**src/rtl/nibble_serial_add_ctrl.sv**
```systemverilog
// Serial adder sequencer: one shared 4-bit adder, one nibble per clock.
// Optional subtract mode enabled with NIBBLE_SERIAL_SUB_EN.
module nibble_serial_add_ctrl #(
    parameter int NIBBLES = 4
) (
    input  logic                 CLK,
    input  logic                 RSTN,
    input  logic                 START,
    input  logic [4*NIBBLES-1:0] A,
    input  logic [4*NIBBLES-1:0] B,
`ifdef NIBBLE_SERIAL_SUB_EN
    input  logic                 SUB,
`endif
    output logic                 BUSY,
    output logic                 DONE,
    output logic [4*NIBBLES-1:0] SUM,
    output logic                 COUT,
    output logic [3:0]           ADD_A,
    output logic [3:0]           ADD_B,
    output logic                 ADD_CIN,
    input  logic [3:0]           ADD_SUM,
    input  logic                 ADD_COUT
);

    localparam int CW = (NIBBLES > 1) ? $clog2(NIBBLES) : 1;

    typedef enum logic [1:0] {IDLE, RUN, FIN} state_t;

    state_t               state;
    logic [4*NIBBLES-1:0] opa;
    logic [4*NIBBLES-1:0] opb;
    logic [4*NIBBLES-1:0] sum_q;
    logic [CW-1:0]        cnt;
    logic                 carry;
    logic                 cout_q;
    logic                 busy_q;
    logic                 done_q;
    logic                 sub_i;
    logic                 last;

`ifdef NIBBLE_SERIAL_SUB_EN
    assign sub_i = SUB;
`else
    assign sub_i = 1'b0;
`endif

    assign last = (cnt == CW'(NIBBLES - 1));

    always_comb begin
        ADD_A = '0;
        ADD_B = '0;
        for (int i = 0; i < NIBBLES; i++) begin
            if (cnt == CW'(i)) begin
                ADD_A = opa[4*i +: 4];
                ADD_B = opb[4*i +: 4];
            end
        end
    end

    assign ADD_CIN = carry;
    assign BUSY    = busy_q;
    assign DONE    = done_q;
    assign SUM     = sum_q;
    assign COUT    = cout_q;

    always_ff @(posedge CLK or negedge RSTN) begin
        if (!RSTN) begin
            state  <= IDLE;
            opa    <= '0;
            opb    <= '0;
            sum_q  <= '0;
            cnt    <= '0;
            carry  <= 1'b0;
            cout_q <= 1'b0;
            busy_q <= 1'b0;
            done_q <= 1'b0;
        end else begin
            unique case (state)
                IDLE, FIN: begin
                    done_q <= 1'b0;
                    if (START) begin
                        opa    <= A;
                        // Subtract is A + ~B + 1 through the same adder
                        opb    <= sub_i ? ~B : B;
                        carry  <= sub_i;
                        cnt    <= '0;
                        sum_q  <= '0;
                        cout_q <= 1'b0;
                        busy_q <= 1'b1;
                        state  <= RUN;
                    end else begin
                        state  <= IDLE;
                    end
                end
                RUN: begin
                    for (int i = 0; i < NIBBLES; i++) begin
                        if (cnt == CW'(i)) begin
                            sum_q[4*i +: 4] <= ADD_SUM;
                        end
                    end
                    carry <= ADD_COUT;
                    if (last) begin
                        cout_q <= ADD_COUT;
                        cnt    <= '0;
                        busy_q <= 1'b0;
                        done_q <= 1'b1;
                        state  <= FIN;
                    end else begin
                        cnt    <= cnt + 1'b1;
                    end
                end
                default: begin
                    busy_q <= 1'b0;
                    done_q <= 1'b0;
                    state  <= IDLE;
                end
            endcase
        end
    end

endmodule
```
**config.mk**
```make
export PLATFORM = sky130hd
export DESIGN_NAME = nibble_serial_add_ctrl
export DESIGN_NICKNAME = d
export VERILOG_FILES = /design/src/rtl/nibble_serial_add_ctrl.sv
export SDC_FILE = /design/constraint.sdc
export NUM_CORES = 1
export LEC_CHECK = 0
export BUFFER_PORTS_ARGS = -buffer_cell sky130_fd_sc_hd__clkbuf_2
export CORE_ASPECT_RATIO = 0.8
export CORE_UTILIZATION = 40
export DETAILED_ROUTE_END_ITERATION = 10
export GPL_TIMING_DRIVEN = 0
export RECOVER_POWER = 50
export SETUP_SLACK_MARGIN = 0.1
export SLEW_MARGIN = 20
export SYNTH_ARGS = -nofsm -noshare
export SYNTH_HDL_FRONTEND = slang
export SYNTH_SLANG_ARGS = --single-unit
```
**constraint.sdc**
```tcl
create_clock -name CLK -period 1.5 [get_ports CLK]
set_input_delay 0 -clock CLK [delete_from_list [all_inputs] [get_ports CLK]]
set_output_delay 0 -clock CLK [all_outputs]
set_load 0.1 [all_outputs]
```
== After elaboration in Yosys (flattened, before gate mapping) ==
Index checks and enable logic that the tools add are counted.

* Reductions and logical operators: 11
* Add/sub/neg operators: 1
* Mux-type cells: 29
* Bitwise logic cells: 0
* Equal/unequal tests: 10
* $lt $le $gt $ge: 0
* $mul: 0
* Divide/modulo/power cells: 0
* Shift operators: 0

{| class="wikitable"
|+ Operator list
! cell !! number
|-
| two-way mux 4 bit || 12
|-
| case mux 16 bit (2 select lines) || 1
|-
| two-way mux 16 bit || 1
|-
| AND reduction 3 bit || 4
|-
| inequality test 2 bit (second input constant) || 5
|-
| case mux 2 bit (2 select lines) || 2
|-
| two-way mux 1 bit || 7
|-
| == test 2 bit (second input constant) || 3
|-
| two-way mux 2 bit || 3
|-
| case mux 1 bit (2 select lines) || 3
|-
| AND reduction 2 bit || 3
|-
| == test 2 x 1 -> 1 bit (second input constant) || 2
|-
| logical NOT 2 bit || 2
|-
| adder 2 x 1 -> 2 bit (second input constant) || 1
|-
| nonzero test 2 bit || 1
|-
| OR reduction 2 bit || 1
|}

* Output and inout bits: 28
* Memories kept: 0
* Input port bits: 40
* Logic and storage cells: 63
* Bits in read-only memories: 0
* Bits in latches: 0
* Flip-flop bits (word level): 56
* RAM bits: 0

== Depth between registers and ports, before layout ==
Gate-level depths: netlist of the first run.

* Word-level depth: 5
* Depth in mapped cells: 7

== Worst setup path after synthesis of the first run ==
No wires, ideal clock.

* Kind: flip-flop to output port
* From: register cnt[0]
* To: output ADD_A[0]
* Setup slack: -1,086 ps
* Cell stages (with the launch flop): 7
* Required time: 1,500 ps
* Arrival: 2,586 ps
* Cells stage by stage: dfrtp_1 > ha_1 > buf_2 > nor2b_2 > clkbuf_2 > a22oi_1 > a21oi_1

* Word-level cells in the longest chain between the ends: 5
* Elaborated cells between the ends (all ways): 8
* Classes of those cells: 3 x eq/ne; 4 x mux; 1 x reduce/logical

{| class="wikitable"
|+ Ends and longest elaborated chain
! what !! RTL line !! source
|-
| from (decl) || 33 || <nowiki>logic [CW-1:0] cnt;</nowiki>
|-
| from (signal assigned) || 109 || <nowiki>cnt <= cnt + 1'b1;</nowiki>
|-
| logical NOT 2 bit || 53 || <nowiki>if (cnt == CW'(i)) begin</nowiki>
|-
| two-way mux 4 bit (3 in a row) || 53 ||
|-
| two-way mux 4 bit (*) || 53 ||
|-
| to (decl) || 18 || <nowiki>output logic [3:0] ADD_A,</nowiki>
|}

Mark *: on every way between the ends. The rest lies on a longest branch, timed or not.

== Final worst setup path of the first run ==
* From: register cnt[0]
* To: output ADD_B[2]

* Word-level cells in the longest chain between the ends: 5
* Elaborated cells between the ends (all ways): 8
* Classes of those cells: 3 x eq/ne; 4 x mux; 1 x reduce/logical

{| class="wikitable"
|+ Ends and longest elaborated chain
! what !! RTL line !! source
|-
| logical NOT 2 bit || 53 ||
|-
| two-way mux 4 bit (3 in a row) || 53 ||
|-
| two-way mux 4 bit (*) || 53 ||
|-
| to (decl) || 19 || <nowiki>output logic [3:0] ADD_B,</nowiki>
|}

Marks and branches as above.

==> flow_summary.ini, run 1 <==
[global_routing]
grt_pass1_vias = 2366
gr-usage-met3_pct = 4.51
antenna_found_initial = 0
met2_usage_pct = 37.0
track_usage_pct = 21.7
busiest_layer = met2
grt_overflow_total = 0
grt_pass1_wl_mm = 11.1
met1_usage_pct = 28.0
grt_max_degree = 49

[clock_tree]
cts_buffers = 5
clockRootBuffer = clkbuf_8
clock_latency_ns = 0.30
cts_tree = built
clkTransAtPathRegs_ns = 0.09
htree_levels = 2
cts.path.max_buffers = 2
clkSinkCount = 55

[sta]
fin_ws_ns = -0.304
period_share_pct = 120
finalHoldViolCount = 0
relSlewSlack_pct = 54.6
worst_pin_slew_ns = 0.682
finalMaxSlewViolations = 0
min_period_ns = 1.80
fmax_mhz = 554
fin_worst_skew_ns = 0.00514
rsz0062_at_grt = true
setup_viol = 8
holdWs_ns = 0.0412

[routing]
vias_per_cell = 4.82
drtAntennaViolNets = 0
drt_iter0_markers = 124
drt_drc_violations_left = 0
dr_total_vias = 2357
drt_wl_total_mm = 6.68
first_pass_iters = 5
wl_per_cell_um = 13.7

[setup_path]
critPathCaptureType = output port
path_max_fanout = 7
cp-start-kind = flip-flop
crit_arrival_ns = 1.80
crit_type = flip-flop to output port
worstPathRequired_ns = 1.50

[yosys]
synth.net_count = 326
synthTopCellsByArea = dfrtp_1 (55%), nand2_1 (17%), nand3_1 (3.8%), o211ai_1 (3.6%), buf_2 (2.4%)
yosysMostFrequentCell = nand2_1
ys_seq_area_share_pct = 55.3
async_reset_ff_share_pct = 100
synth_commonest_cells = nand2_1 (115), dfrtp_1 (55), nand3_1 (19)
synth_edf_count = 0
netlist_area_um2 = 2490
yosysTopAreaCell = dfrtp_1
yosys_most_used_dff = dfrtp_1
ys_ff_latch = 55
syn-mean-instance-area_um2 = 8.83
yosys.cell_types.count = 24
synth_cells = 282
yosysWarnings = 0
synth_top_area_share_pct = 55.3

[placement]
gp_congestion = 0.753
hpwl_mm = 4.25
dpl_cell_area_um2 = 3120
dpl.cell_count = 431
io_buffer_count = 67

[die]
die_h_um = 72.6
io_pins = 68
die-area_um2 = 6550
fp.coreArea_um2 = 5940
rows = 25
die_w_um = 90.2
initial_utilization_pct = 41.9

[finish]
drive_above_1_share_pct = 34.3
syn_to_final_growth_pct = 59.3
diodes = 0
nNetsFinal = 451
instances_no_fill = 489
final_cell_area_um2 = 3970

[worst_hold_path]
hp-class = input pin to flip-flop

[run_status]
outcome = complete, but fails checks
violations = negative setup slack

[flow_run]
cap_viol_max_count = 0
==> cell type report <==
class	instances	area (µm²)
Tap cell	81	101
Timing Repair Buffer	118	972
Sequential cell	55	1380
Multi-Input combinational cell	199	1250
Fill cell	521	1980
Clock buffer	7	76.3
Buffer	18	141
Clock inverter	1	5.00
Inverter	10	43.8
==> layout by cell type (no fill, tap or decap), types with 5 or more instances in the layout <==
master and n:
clkbuf_2 59, dfrtp_1 53, nand2b_1 6, a22oi_2 7, nand3_1 18, clkbuf_8 5
a21oi_4 7, buf_4 14, nand2_1 115, o21ai_0 6, inv_1 7, clkbuf_16 8
dlygate4sd3_1 38, o211ai_1 12, buf_2 9
==> stage by stage <==
step	setup slack, ns	utilization [%]	TNS [ns]
floorplan	-0.136	-	-1.05
global placement	-0.339	52.0	-2.34
detailed placement	-0.334	52.5	-2.49
CTS	-0.341	66.5	-2.57
global route	-0.370	66.7	-2.90
finish	-0.304	66.7	-2.35
==> sequential cells by signal, indices dropped and copies added, names as in the netlist <==
name	flops
DONE	1
SUM	16
opa	16
state	1
cnt	2
BUSY	1
ADD_CIN	1
COUT	1
opb	16
==> what timing repair did <==
action                                  in CTS  in global routing
setup buffers                               10                  2
gates resized for setup                     49                 11
gates cloned                                 0                  0
pin swaps                                   12                 10
hold endpoints to repair                    92                  0
endpoints found under the setup margin       8                  9
hold buffers                                38                  0
==> final timing paths <==
path,start,endpoint,slack (ns),depth (start not counted)
max,cnt[0],ADD_B[2],-0.30,7
min reg2reg,opa[6],opa[6],0.49,2
max reg2reg,cnt[1],SUM[14],0.18,7
min,START,BUSY,0.04,3
max in group asynchronous,RSTN,DONE,0.25,3
min in group asynchronous,RSTN,opb[6],0.13,2
==> worst max-delay path, stage by stage (launching register included) <==
cell and delay (ns):
dfrtp_2 0.48, ha_4 0.19, buf_12 0.12, nor2b_4 0.12
buf_8 0.14, a22oi_2 0.07, a21oi_4 0.15, clkbuf_16 0.22
==> cell families after synthesis <==
logic type,synth area share [%]
AND/OR/NAND/NOR,25.0
flip-flops,55.3
buffers and inverters,5.93
adder cells (fa/ha/maj),2.01
AO/OA/AOI/OAI,11.8
==> per-layer routing <==
layer / part of all wire (%) / vias up
li1: - / 1184
met1: 48 / 1116
met2: 48 / 48
met3: 3.4 / 9
met4: 1.2 / 0
met5: 0 / -
Power of run 1 is not shown: default switching activity piles up to over one toggle a cycle in this logic, so the estimate is an artifact.
==> inputs of run 2 (changes only) <==
--- a/config.mk
+++ b/config.mk
@@ -10,6 +10,7 @@
 export CORE_UTILIZATION = 40
 export DETAILED_ROUTE_END_ITERATION = 10
 export GPL_TIMING_DRIVEN = 0
+export PLACE_DENSITY = 0.61
 export RECOVER_POWER = 50
 export SETUP_SLACK_MARGIN = 0.1
 export SLEW_MARGIN = 20
==> run 2 against run 1 <==
  * The run still ends with negative setup slack left
  * Worst hold slack got worse by 0.032 ns
  * Via count increased by 1.1%
  * First-iteration DRC count increased by 4.8%
  * Clock skew increased by 0.0031 ns
  * Sequential cell count unchanged
  * Critical path depth decreased by 1
  * Die area unchanged
  * Non-clock buffer count increased by 1
  * Count of clock-buffer cells in the layout decreased by 1
  * Register-to-register slack got worse by 0.11 ns
  * Highest routed layer unchanged
==> flow_summary.ini, run 2 (synthesis gave the netlist of run 1 again) <==
[clock_tree]
clock_latency_ns = 0.31
cts.path.max_buffers = 2
cts_tree = built
clkTransAtPathRegs_ns = 0.09
cts_buffers = 5
clkSinkCount = 55
htree_levels = 2
clockRootBuffer = clkbuf_8

[sta]
finalHoldViolCount = 0
fmax_mhz = 547
fin_ws_ns = -0.327
period_share_pct = 122
setup_viol = 8
rsz0062_at_grt = true
min_period_ns = 1.83
relSlewSlack_pct = 58.4
worst_pin_slew_ns = 0.624
fin_worst_skew_ns = 0.00822
finalMaxSlewViolations = 0

[worst_hold_path]
min_from = START
hp-class = input pin to flip-flop
min_to = BUSY
hold_path_depth = 3

[setup_path]
rr_endpoint = SUM[15]
cp_slowest_cell = dfrtp_2
cp-start-kind = flip-flop
slowest_delay_ns = 0.48
crit_cells = 6
crit_type = flip-flop to output port
crit_arrival_ns = 1.83
reg2reg_slack_ns = 0.07
rr_worst_depth = 8
critPathCaptureType = output port
path_buf_inv = 2
worstPathRequired_ns = 1.50
crit_chain = inv_4, ha_4, or3b_4, o21ai_4, a31oi_4, clkbuf_16
cpLargestDelayFamily = flip-flops
path_max_fanout = 4
timing.rr.start = cnt[1]

[die]
die_w_um = 90.2
fp.coreArea_um2 = 5940
rows = 25
die-area_um2 = 6550
die_h_um = 72.6
io_pins = 68
initial_utilization_pct = 41.9

[finish]
layout_common_cells = nand2_1 (115), clkbuf_2 (59), dfrtp_1 (53)
nNetsFinal = 452
diodes = 0
final_cell_area_um2 = 4090
final_common_cell = nand2_1
syn_to_final_growth_pct = 64.3
drive_above_1_share_pct = 36.2

[placement]
dpl_cell_area_um2 = 3120
io_buffer_count = 67
gp_congestion = 0.729
hpwl_mm = 4.30

[global_routing]
grt_overflow_total = 0
track_usage_pct = 22.9
grt_max_degree = 45
grt_pass1_vias = 2427
grt_pass1_wl_mm = 11.6
antenna_found_initial = 0

[routing]
dr_total_vias = 2383
vias_per_cell = 4.86
drtAntennaViolNets = 0
drt_iter0_markers = 130
drt_drc_violations_left = 0
drt_wl_total_mm = 7.41
first_pass_iters = 4
wl_per_cell_um = 15.1

[flow_run]
cap_viol_max_count = 0

[run_status]
violations = negative setup slack
outcome = complete, but fails checks
-- run 2: timing repair --
action / in CTS / in global routing
gates resized for setup: 48 / 39
setup endpoints to repair: 8 / 17
buffers inserted: 11 / 2
cloned: 0 / 1
pin swaps: 7 / 13
hold buffers: 38 / 0
endpoints found under the hold margin: 92 / 0
-- run 2: worst max-delay path by stage --
stage                start        to  slack, ns
floorplan           cnt[1]  ADD_A[0]      -0.14
global placement    cnt[0]  ADD_A[2]      -0.33
detailed placement  cnt[0]  ADD_A[2]      -0.32
CTS                 cnt[0]  ADD_B[3]      -0.33
global route        cnt[0]  ADD_B[3]      -0.37
finish              cnt[0]  ADD_A[2]      -0.33
-- run 2: layer usage --
layer  vias to the layer above  global-route usage [%]  share of wire [%]
met4                         0                    6.99                1.2
met1                      1147                    31.9                 47
met3                         9                    3.14                3.0
li1                       1176                       -                  -
met5                         -                       0                  0
met2                        51                    37.8                 48
-- run 2: through the flow --
step	hold WS (ns)	setup slack (ns)	util [%]	setup TNS (ns)	cells
2_1_floorplan	-0.296	-0.136	-	-1.05	282
3_3_place_gp	0.190	-0.326	52.0	-2.25	430
3_5_place_dp	-0.111	-0.321	52.5	-2.22	431
4_1_cts	0.00577	-0.325	66.7	-2.45	488
5_1_grt	0.0382	-0.365	68.8	-4.86	490
6_report	0.00944	-0.327	68.8	-2.20	490
-- run 2: layout make-up --
class                      count  area [µm²]
fill                         465        1850
sequential                    55        1380
multi-input combinational    199        1320
timing repair buffer         120        1030
buffer                        17         133
tap                           81         101
clock buffer                   6        72.6
inverter                      10        43.8
clock inverter                 2        12.5
-- run 2: worst reg2reg max path: cells and delay by family, from the launching register on --
kind | cells | cell delay (ns)
fa+ha+maj | 1 | 0.18
buf+inv | 4 | 0.51
simple gates | 2 | 0.16
compound gates | 1 | 0.08
flops | 1 | 0.43
Power of run 2 is left out for the same reason.
